<file path="config.mk">
export PLATFORM = sky130hd
export DESIGN_NAME = rr_decoder_arbiter
export DESIGN_NICKNAME = d
export VERILOG_FILES = /design/src/rtl/rr_decoder_arbiter_pkg.sv /design/src/rtl/decoder3_8.sv /design/src/rtl/rr_decoder_arbiter.sv
export SDC_FILE = /design/constraint.sdc
export NUM_CORES = 1
export LEC_CHECK = 0
export BUFFER_PORTS_ARGS = -buffer_cell sky130_fd_sc_hd__buf_2
export CAP_MARGIN = 20
export CORE_MARGIN = 2
export CORE_UTILIZATION = 43
export DETAILED_ROUTE_END_ITERATION = 10
export SLEW_MARGIN = 20
export SYNTH_ARGS = -nofsm -noshare
export SYNTH_HDL_FRONTEND = slang
export SYNTH_HIERARCHICAL = 1
export SYNTH_SLANG_ARGS = --single-unit
</file>
<file path="constraint.sdc">
create_clock -name clk -period 4.2 [get_ports clk]
set_input_delay 1.26 -clock clk [delete_from_list [all_inputs] [get_ports clk]]
set_output_delay 1.26 -clock clk [all_outputs]
set_load 0.01 [all_outputs]
</file>
<file path="src/rtl/rr_decoder_arbiter_pkg.sv">
// Shared types and constants for the round-robin decoder arbiter.
package rr_decoder_arbiter_pkg;

    typedef enum logic [1:0] {
        IDLE  = 2'd0,
        GRANT = 2'd1,
        GAP   = 2'd2
    } state_t;

    localparam int NUM_REQ = 8;
    localparam int SEL_W   = 3;

    // Decoder enable pattern that forces every output high.
    localparam logic G1_OFF  = 1'b0;
    localparam logic G2A_OFF = 1'b1;
    localparam logic G2B_OFF = 1'b1;

endpackage

</file>
<file path="src/rtl/decoder3_8.sv">
// 3-to-8 active-low decoder with one active-high and two active-low enables.
module decoder3_8
    import rr_decoder_arbiter_pkg::*;
(
    input  logic [SEL_W-1:0]   a,
    input  logic               g1,
    input  logic               g2a,
    input  logic               g2b,
    output logic [NUM_REQ-1:0] y_n
);

    logic enabled;

    assign enabled = g1 & ~g2a & ~g2b;

    // Select k drives output bit 7-k low, so y_n reads MSB-first by index.
    generate
        for (genvar gi = 0; gi < NUM_REQ; gi++) begin : g_out
            assign y_n[NUM_REQ-1-gi] = ~(enabled && (a == SEL_W'(gi)));
        end
    endgenerate

endmodule

</file>
<file path="src/rtl/rr_decoder_arbiter.sv">
// Round-robin arbiter sharing one active-low 3-to-8 decoder between 8 requesters,
// with a hold timeout and a one-cycle dead gap between owners.
module rr_decoder_arbiter
    import rr_decoder_arbiter_pkg::*;
#(
    parameter int MAX_HOLD = 16,
    parameter int CNT_W    = 8
) (
    input  logic               clk,
    input  logic               rst,
    input  logic               en,
    input  logic [NUM_REQ-1:0] req,
    output logic [SEL_W-1:0]   sel,
    output logic               dec_g1,
    output logic               dec_g2a,
    output logic               dec_g2b,
    output logic [NUM_REQ-1:0] grant_n,
    output logic               grant_valid,
    output logic               timeout
);

    state_t             state_reg, state_next;
    logic [SEL_W-1:0]   sel_reg, sel_next;
    logic [SEL_W-1:0]   ptr_reg, ptr_next;
    logic [CNT_W-1:0]   hold_cnt_reg, hold_cnt_next;
    logic               timeout_reg, timeout_next;
    logic               g1_reg, g2a_reg, g2b_reg;
    logic               g1_next, g2a_next, g2b_next;

    logic [NUM_REQ-1:0] req_k;
    logic [SEL_W-1:0]   winner;
    logic               any_req;

    // Re-index requests so req_k[k] belongs to requester k.
    generate
        for (genvar gi = 0; gi < NUM_REQ; gi++) begin : g_req
            assign req_k[gi] = req[NUM_REQ-1-gi];
        end
    endgenerate

    assign any_req = |req;

    // Scan offsets from farthest to nearest so the closest requester to ptr wins.
    always_comb begin : p_winner
        logic [SEL_W-1:0] idx;
        winner = ptr_reg;
        idx    = ptr_reg;
        for (int i = NUM_REQ - 1; i >= 0; i--) begin
            idx = ptr_reg + SEL_W'(i);
            if (req_k[idx]) begin
                winner = idx;
            end
        end
    end

    always_comb begin
        state_next    = state_reg;
        sel_next      = sel_reg;
        ptr_next      = ptr_reg;
        hold_cnt_next = hold_cnt_reg;
        timeout_next  = 1'b0;
        unique case (state_reg)
            IDLE, GAP: begin
                if (en && any_req) begin
                    state_next    = GRANT;
                    sel_next      = winner;
                    hold_cnt_next = '0;
                end else begin
                    state_next = IDLE;
                end
            end
            GRANT: begin
                if (!en || !req_k[sel_reg]) begin
                    state_next = GAP;
                    ptr_next   = sel_reg + SEL_W'(1);
                end else if (hold_cnt_reg == CNT_W'(MAX_HOLD - 1)) begin
                    state_next   = GAP;
                    ptr_next     = sel_reg + SEL_W'(1);
                    timeout_next = 1'b1;
                end else begin
                    hold_cnt_next = hold_cnt_reg + CNT_W'(1);
                end
            end
            default: begin
                state_next = IDLE;
            end
        endcase
    end

    // Enables are registered alongside the state so they switch as one group.
    always_comb begin
        g1_next  = G1_OFF;
        g2a_next = G2A_OFF;
        g2b_next = G2B_OFF;
        if (state_next == GRANT) begin
            g1_next  = 1'b1;
            g2a_next = 1'b0;
            g2b_next = 1'b0;
        end
    end

    always_ff @(posedge clk) begin
        if (rst) begin
            state_reg    <= IDLE;
            sel_reg      <= '0;
            ptr_reg      <= '0;
            hold_cnt_reg <= '0;
            timeout_reg  <= 1'b0;
            g1_reg       <= G1_OFF;
            g2a_reg      <= G2A_OFF;
            g2b_reg      <= G2B_OFF;
        end else begin
            state_reg    <= state_next;
            sel_reg      <= sel_next;
            ptr_reg      <= ptr_next;
            hold_cnt_reg <= hold_cnt_next;
            timeout_reg  <= timeout_next;
            g1_reg       <= g1_next;
            g2a_reg      <= g2a_next;
            g2b_reg      <= g2b_next;
        end
    end

    assign sel         = sel_reg;
    assign dec_g1      = g1_reg;
    assign dec_g2a     = g2a_reg;
    assign dec_g2b     = g2b_reg;
    assign grant_valid = (state_reg == GRANT);
    assign timeout     = timeout_reg;

    decoder3_8 u_decoder (
        .a   (sel_reg),
        .g1  (g1_reg),
        .g2a (g2a_reg),
        .g2b (g2b_reg),
        .y_n (grant_n)
    );

endmodule

</file>
== After elaboration in Yosys (flattened, before gate mapping) ==
Index checks and enable logic that the tools add are counted.

* Bits in registers: 19
* Input bits: 11
* Output and inout port bits: 16
* Word-level logic and storage cells: 112

* $add $sub $neg: 9
* Magnitude comparators: 9
* Eq/ne operators: 14
* Multiplexer cells: 39
* Bitwise logic cells: 12
* Reductions and logical operators: 22

{| class="wikitable"
|+ Operators by type and width
! cell !! number
|-
| less-than comparator 3 x 4 -> 1 bit (second input constant) || 9
|-
| two-way mux 3 bit || 10
|-
| binary-select mux 1 bit (select 3 bit) || 9
|-
| two-way mux 8 bit || 3
|-
| case mux 8 bit (2 select lines) || 1
|-
| two-way mux 1 bit || 13
|-
| adder 3 bit (second input constant) || 4
|-
| equality test 3 bit (second input constant) || 4
|-
| NOT 1 bit || 10
|-
| logical AND 1 bit || 9
|-
| adder 8 x 1 -> 8 bit (second input constant) || 1
|-
| equality test 8 x 4 -> 1 bit (second input constant) || 1
|-
| OR reduction 8 bit || 1
|-
| adder 3 x 1 -> 3 bit (second input constant) || 2
|-
| adder 3 x 2 -> 3 bit (second input constant) || 2
|-
| equality test 3 x 2 -> 1 bit (second input constant) || 2
|-
| inequality test 2 bit (second input constant) || 3
|-
| equality test 2 x 1 -> 1 bit (second input constant) || 2
|-
| two-way mux 2 bit || 2
|-
| case mux 2 bit (2 select lines) || 1
|-
| AND reduction 2 bit || 2
|-
| AND reduction 4 bit || 1
|-
| nonzero test 2 bit || 2
|-
| equality test 3 x 1 -> 1 bit (second input constant) || 1
|-
| 8 further kinds || 10
|}

== Logic depth before layout (Yosys ltp) ==
* Depth after elaboration: 11
* Mapped depth: 12
* Mapped depth without buffers: 8

== Modules after synthesis ==
Netlist, hierarchy kept.

{| class="wikitable"
|+ By module, submodules not included
! module !! instances !! cells an instance !! area each (µm²) !! seq. area each (µm²)
|-
| rr_decoder_arbiter || 1 || 204 || 1756.7 || 380.4
|-
| decoder3_8 || 1 || 14 || 88.8 || 0.0
|}

== Worst setup path after synthesis ==
No wires, ideal clock.

* Kind: flip-flop to flip-flop
* Start: reg ptr_reg[1]
* End: reg sel_reg[1] (netlist: sel[1])
* Library setup time: 0.116 ns
* Data arrival time: 2.973 ns
* Required time: 4.084 ns
* Path slack: 1.111 ns
* Cell stages (with the launch flop): 12
* Buffers on the path: 4
* Period minus slack after synthesis: 3.089 ns
* Cells stage by stage: dfxtp_1 > clkbuf_1 > buf_2 > clkbuf_1 > inv_1 > ha_1 > buf_6 > mux4_2 > mux2_4 > a222oi_1 > o21ai_1 > a31o_1

* Word-level cells in the longest chain between the ends: 11
* Elaborated cells on any way between the ends: 31
* Classes of those cells: 7 x add/sub; 24 x mux

{| class="wikitable"
|+ Ends and longest elaborated chain
! element !! RTL line !! text
|-
| start: declaration || rr_decoder_arbiter.sv:24 || <nowiki>logic [SEL_W-1:0] ptr_reg, ptr_next;</nowiki>
|-
| start signal: assignment || rr_decoder_arbiter.sv:115 || <nowiki>ptr_reg <= ptr_next;</nowiki>
|-
| adder 3 bit || rr_decoder_arbiter.sv:49 || <nowiki>idx = ptr_reg + SEL_W'(i);</nowiki>
|-
| binary-select mux 1 bit (select 3 bit) || rr_decoder_arbiter.sv:50 || <nowiki>if (req_k[idx]) begin</nowiki>
|-
| two-way mux 1 bit (not written as such) || rr_decoder_arbiter.sv:50 ||
|-
| two-way mux 3 bit (7 in series) || rr_decoder_arbiter.sv:50 ||
|-
| two-way mux 3 bit * || rr_decoder_arbiter.sv:50 ||
|-
| end signal: assignment || rr_decoder_arbiter.sv:114 || <nowiki>sel_reg <= sel_next;</nowiki>
|-
| end: declaration || rr_decoder_arbiter.sv:23 || <nowiki>logic [SEL_W-1:0] sel_reg, sel_next;</nowiki>
|}

Mark *: on every way between the ends. The rest lies on a longest branch, timed or not. The select of a mux whose other input is x is not followed.
A chain may end at the register's enable or synchronous reset.

== Worst setup path in the final report ==
* Start: reg ptr_reg[0]
* End: reg sel_reg[1] (netlist: sel[1])

The elaborated chain is that of the path after synthesis.

==> out/qor.txt <==
skew final: 0.009844 ns
outcome: complete, no violations
Synth Area in Simple Gates: 0.2780
IO buf count: 26
Wirelength per Cell: 16.28 µm
share of the synthesized area in the top cell type: 0.2061
ranking of synthesized cells by area: dfxtp_1, mux4_2, nor2_1, nand2_1, mux2_2
Die W: 69.51 µm
post-CTS setup repair buffer count: 0
synth warn: 6
number of routed nets with antenna violations: 0
Post-Syn Instances: 218
slowest stage delay, CP: 0.63 ns
leakage power: 0.7574 nW
Adder-Cell Fraction of Synth Area: 0.02712
cts hold-fix bufs: 0
post-synthesis sequential area ratio: 0.2061
Final Hold Fails: 0
Worst EP arrival: 3.17 ns
final non-filler cell area: 0.002021 mm²
max reg flops: 8
Async SR Flop Fraction: 0
all-layer global routing usage: 0.1891
slew margin rel.: 0.4605
element type at the critical path end: flop
Synth area leader: dfxtp_1
complex-gate fraction of the synthesized area: 0.1939
total congestion overflow: 0
drc violations: 0
vias per cell: 6.167
# nets final: 253
Synth Cell Area: 0.001846 mm²
synth unique cells: 58
Post-synth EDFFs: 0
Layout Cells excl Fill: 287
Vias: 1770
I/O pin count: 27
crit share post-route: 0.7168
die height: 69.51 µm
delay-heaviest family, CP: multiplexers
Crit Path Category: reg -> reg
GP Congestion: 0.8692
Area Growth Syn to Fin: 9.492%
# diodes: 0
TritonCTS sink count: 19
H-tree depth: 1
dpl cell area: 0.001974 mm²
CP bufs+invs: 2
crit-path max FO: 25
final wirelength: 4671 µm
full die area: 0.004832 mm²
CP startpoint kind: flop
#FFs+latches synth: 19
Critical Path RT: 4.36 ns
Peak Freq: 332.2 MHz
WHS: 0.5129 ns
Clk Latency, worst-skew pair: 0.26 ns
global-route wire length before repair: 7631 µm
post-cts sizing count: 0
CTS Buffer Depth: 2
Reg clk slew, reported paths: 0.08 ns
syn nets: 233
Synth top cells by count: nor2_1, dfxtp_1, nand2_1
DRT Pass-1 Iters: 5
mux contribution to synthesized area: 0.2054
CP cell instances: buf_4 > inv_1 > ha_1 > mux4_2 > mux2_4 > a222oi_1 > o21ai_1 > a31o_1
Total Neg Setup Slack: 0 ns
CTS root buf: clkbuf_8
largest family of logic cells by synthesized area: simple AND/OR/NAND/NOR gates
Inst Count DP: 283
XOR/XNOR share of the synthesized area: 0.02847
RSZ-0062 raised after global routing: no
dpl hpwl: 3417 µm
most frequent cell after synthesis: nor2_1
Max Cap Viol: 0
fin. max-slew vios: 0
CTS buffer count: 3
core area: 0.004058 mm²
pwr/cell area: 271.6 mW/mm²
worst min path class: reg -> reg
TritonCTS clock tree: built
largest net degree at the start of global routing: 27
slew at the pin closest to its max-slew limit: 0.8081 ns
Avg Cell Area, Syn: 8.466 µm²
share of cells above drive strength 1: 0.2532
starting DRC count in detailed routing: 149
Tmin final: 3.010 ns
Setup Viol. Count Final: 0
Core Rows: 23
Final Power: 0.0005487 W
dominant synthesized flop cell: dfxtp_1
vias in the first global route: 1536
initial antenna violation count: 0
Starting Density: 0.4548
maximum vdd drop: 0.2057 mV
Critical-path top delay cell: mux4_2
==> tightest hold or removal path, delay by kind of cell, from the launching register on <==
family             cells  cell delay [ns]
AOI/OAI and AO/OA      2             0.14
DFF                    1             0.32
==> per-stage QoR <==
step	setup WS, ns	util
3_3_place_gp	1.150	0.4866
4_1_cts	1.193	0.4980
2_1_floorplan	1.111	-
6_report	1.190	0.4980
3_5_place_dp	1.162	0.4866
5_1_grt	0.9634	0.4980
==> cells in the final DEF (no fill, tap or decap), types with 4 or more instances in the layout <==
cell type,n
buf_2,26
nor2_1,20
dfxtp_1,19
nand2_1,18
a21oi_1,12
mux4_2,10
inv_1,9
nand3_1,9
o21ai_0,9
nor4_1,7
mux2_2,6
mux2i_1,6
nand2b_1,5
nor2b_1,5
nor3_1,4
xnor2_1,4
ha_1,4
==> cells by family (layout without fill, tap and decap cells) <==
family                   after synthesis  after routing
AO/OA/AOI/OAI                         52             52
XOR/XNOR                               6              6
adder cells (fa/ha/maj)                4              4
buffers and inverters                 22             41
flip-flops                            19             19
multiplexers                          24             24
AND/OR/NAND/NOR                       91             91
==> worst paths after layout <==
kind | from | end | slack, ns | depth (start not counted)
worst min register to register | hold_cnt_reg[1] | hold_cnt_reg[1] | 0.51 | 2
worst max register to register | ptr_reg[0] | sel[1] | 1.19 | 8
worst max-delay path | ptr_reg[0] | sel[1] | 1.19 | 8
worst min-delay path | hold_cnt_reg[1] | hold_cnt_reg[1] | 0.51 | 2
==> metal layers <==
layer / vias up / global-route usage / wire, µm / part of all wire
met5: - / 0 / 0 / 0
met4: 0 / 0.03486 / 72 / 0.015
met3: 8 / 0.01453 / 168 / 0.036
met2: 47 / 0.3120 / 2303 / 0.49
met1: 854 / 0.2727 / 2126 / 0.46
li1: 861 / - / - / -
==> power by group <==
group	internal (W)	total (W)	switching, W
Clock	0.0000659	0.000126	0.0000605
Sequential	0.000189	0.000207	0.0000186
Combinational	0.0000967	0.000215	0.000118
Total	0.000351	0.000549	0.000197
==> area by class of cell <==
| type | count | area [µm²] |
|---|---|---|
| fill | 400 | 2037 |
| multi-input combinational | 177 | 1353 |
| sequential | 19 | 380.4 |
| timing repair buffer | 28 | 145.1 |
| tap | 50 | 62.56 |
| clock buffer | 3 | 41.29 |
| inverter | 9 | 33.78 |
| clock inverter | 1 | 5.005 |
Note: power is estimated with default switching activity, not from simulation.
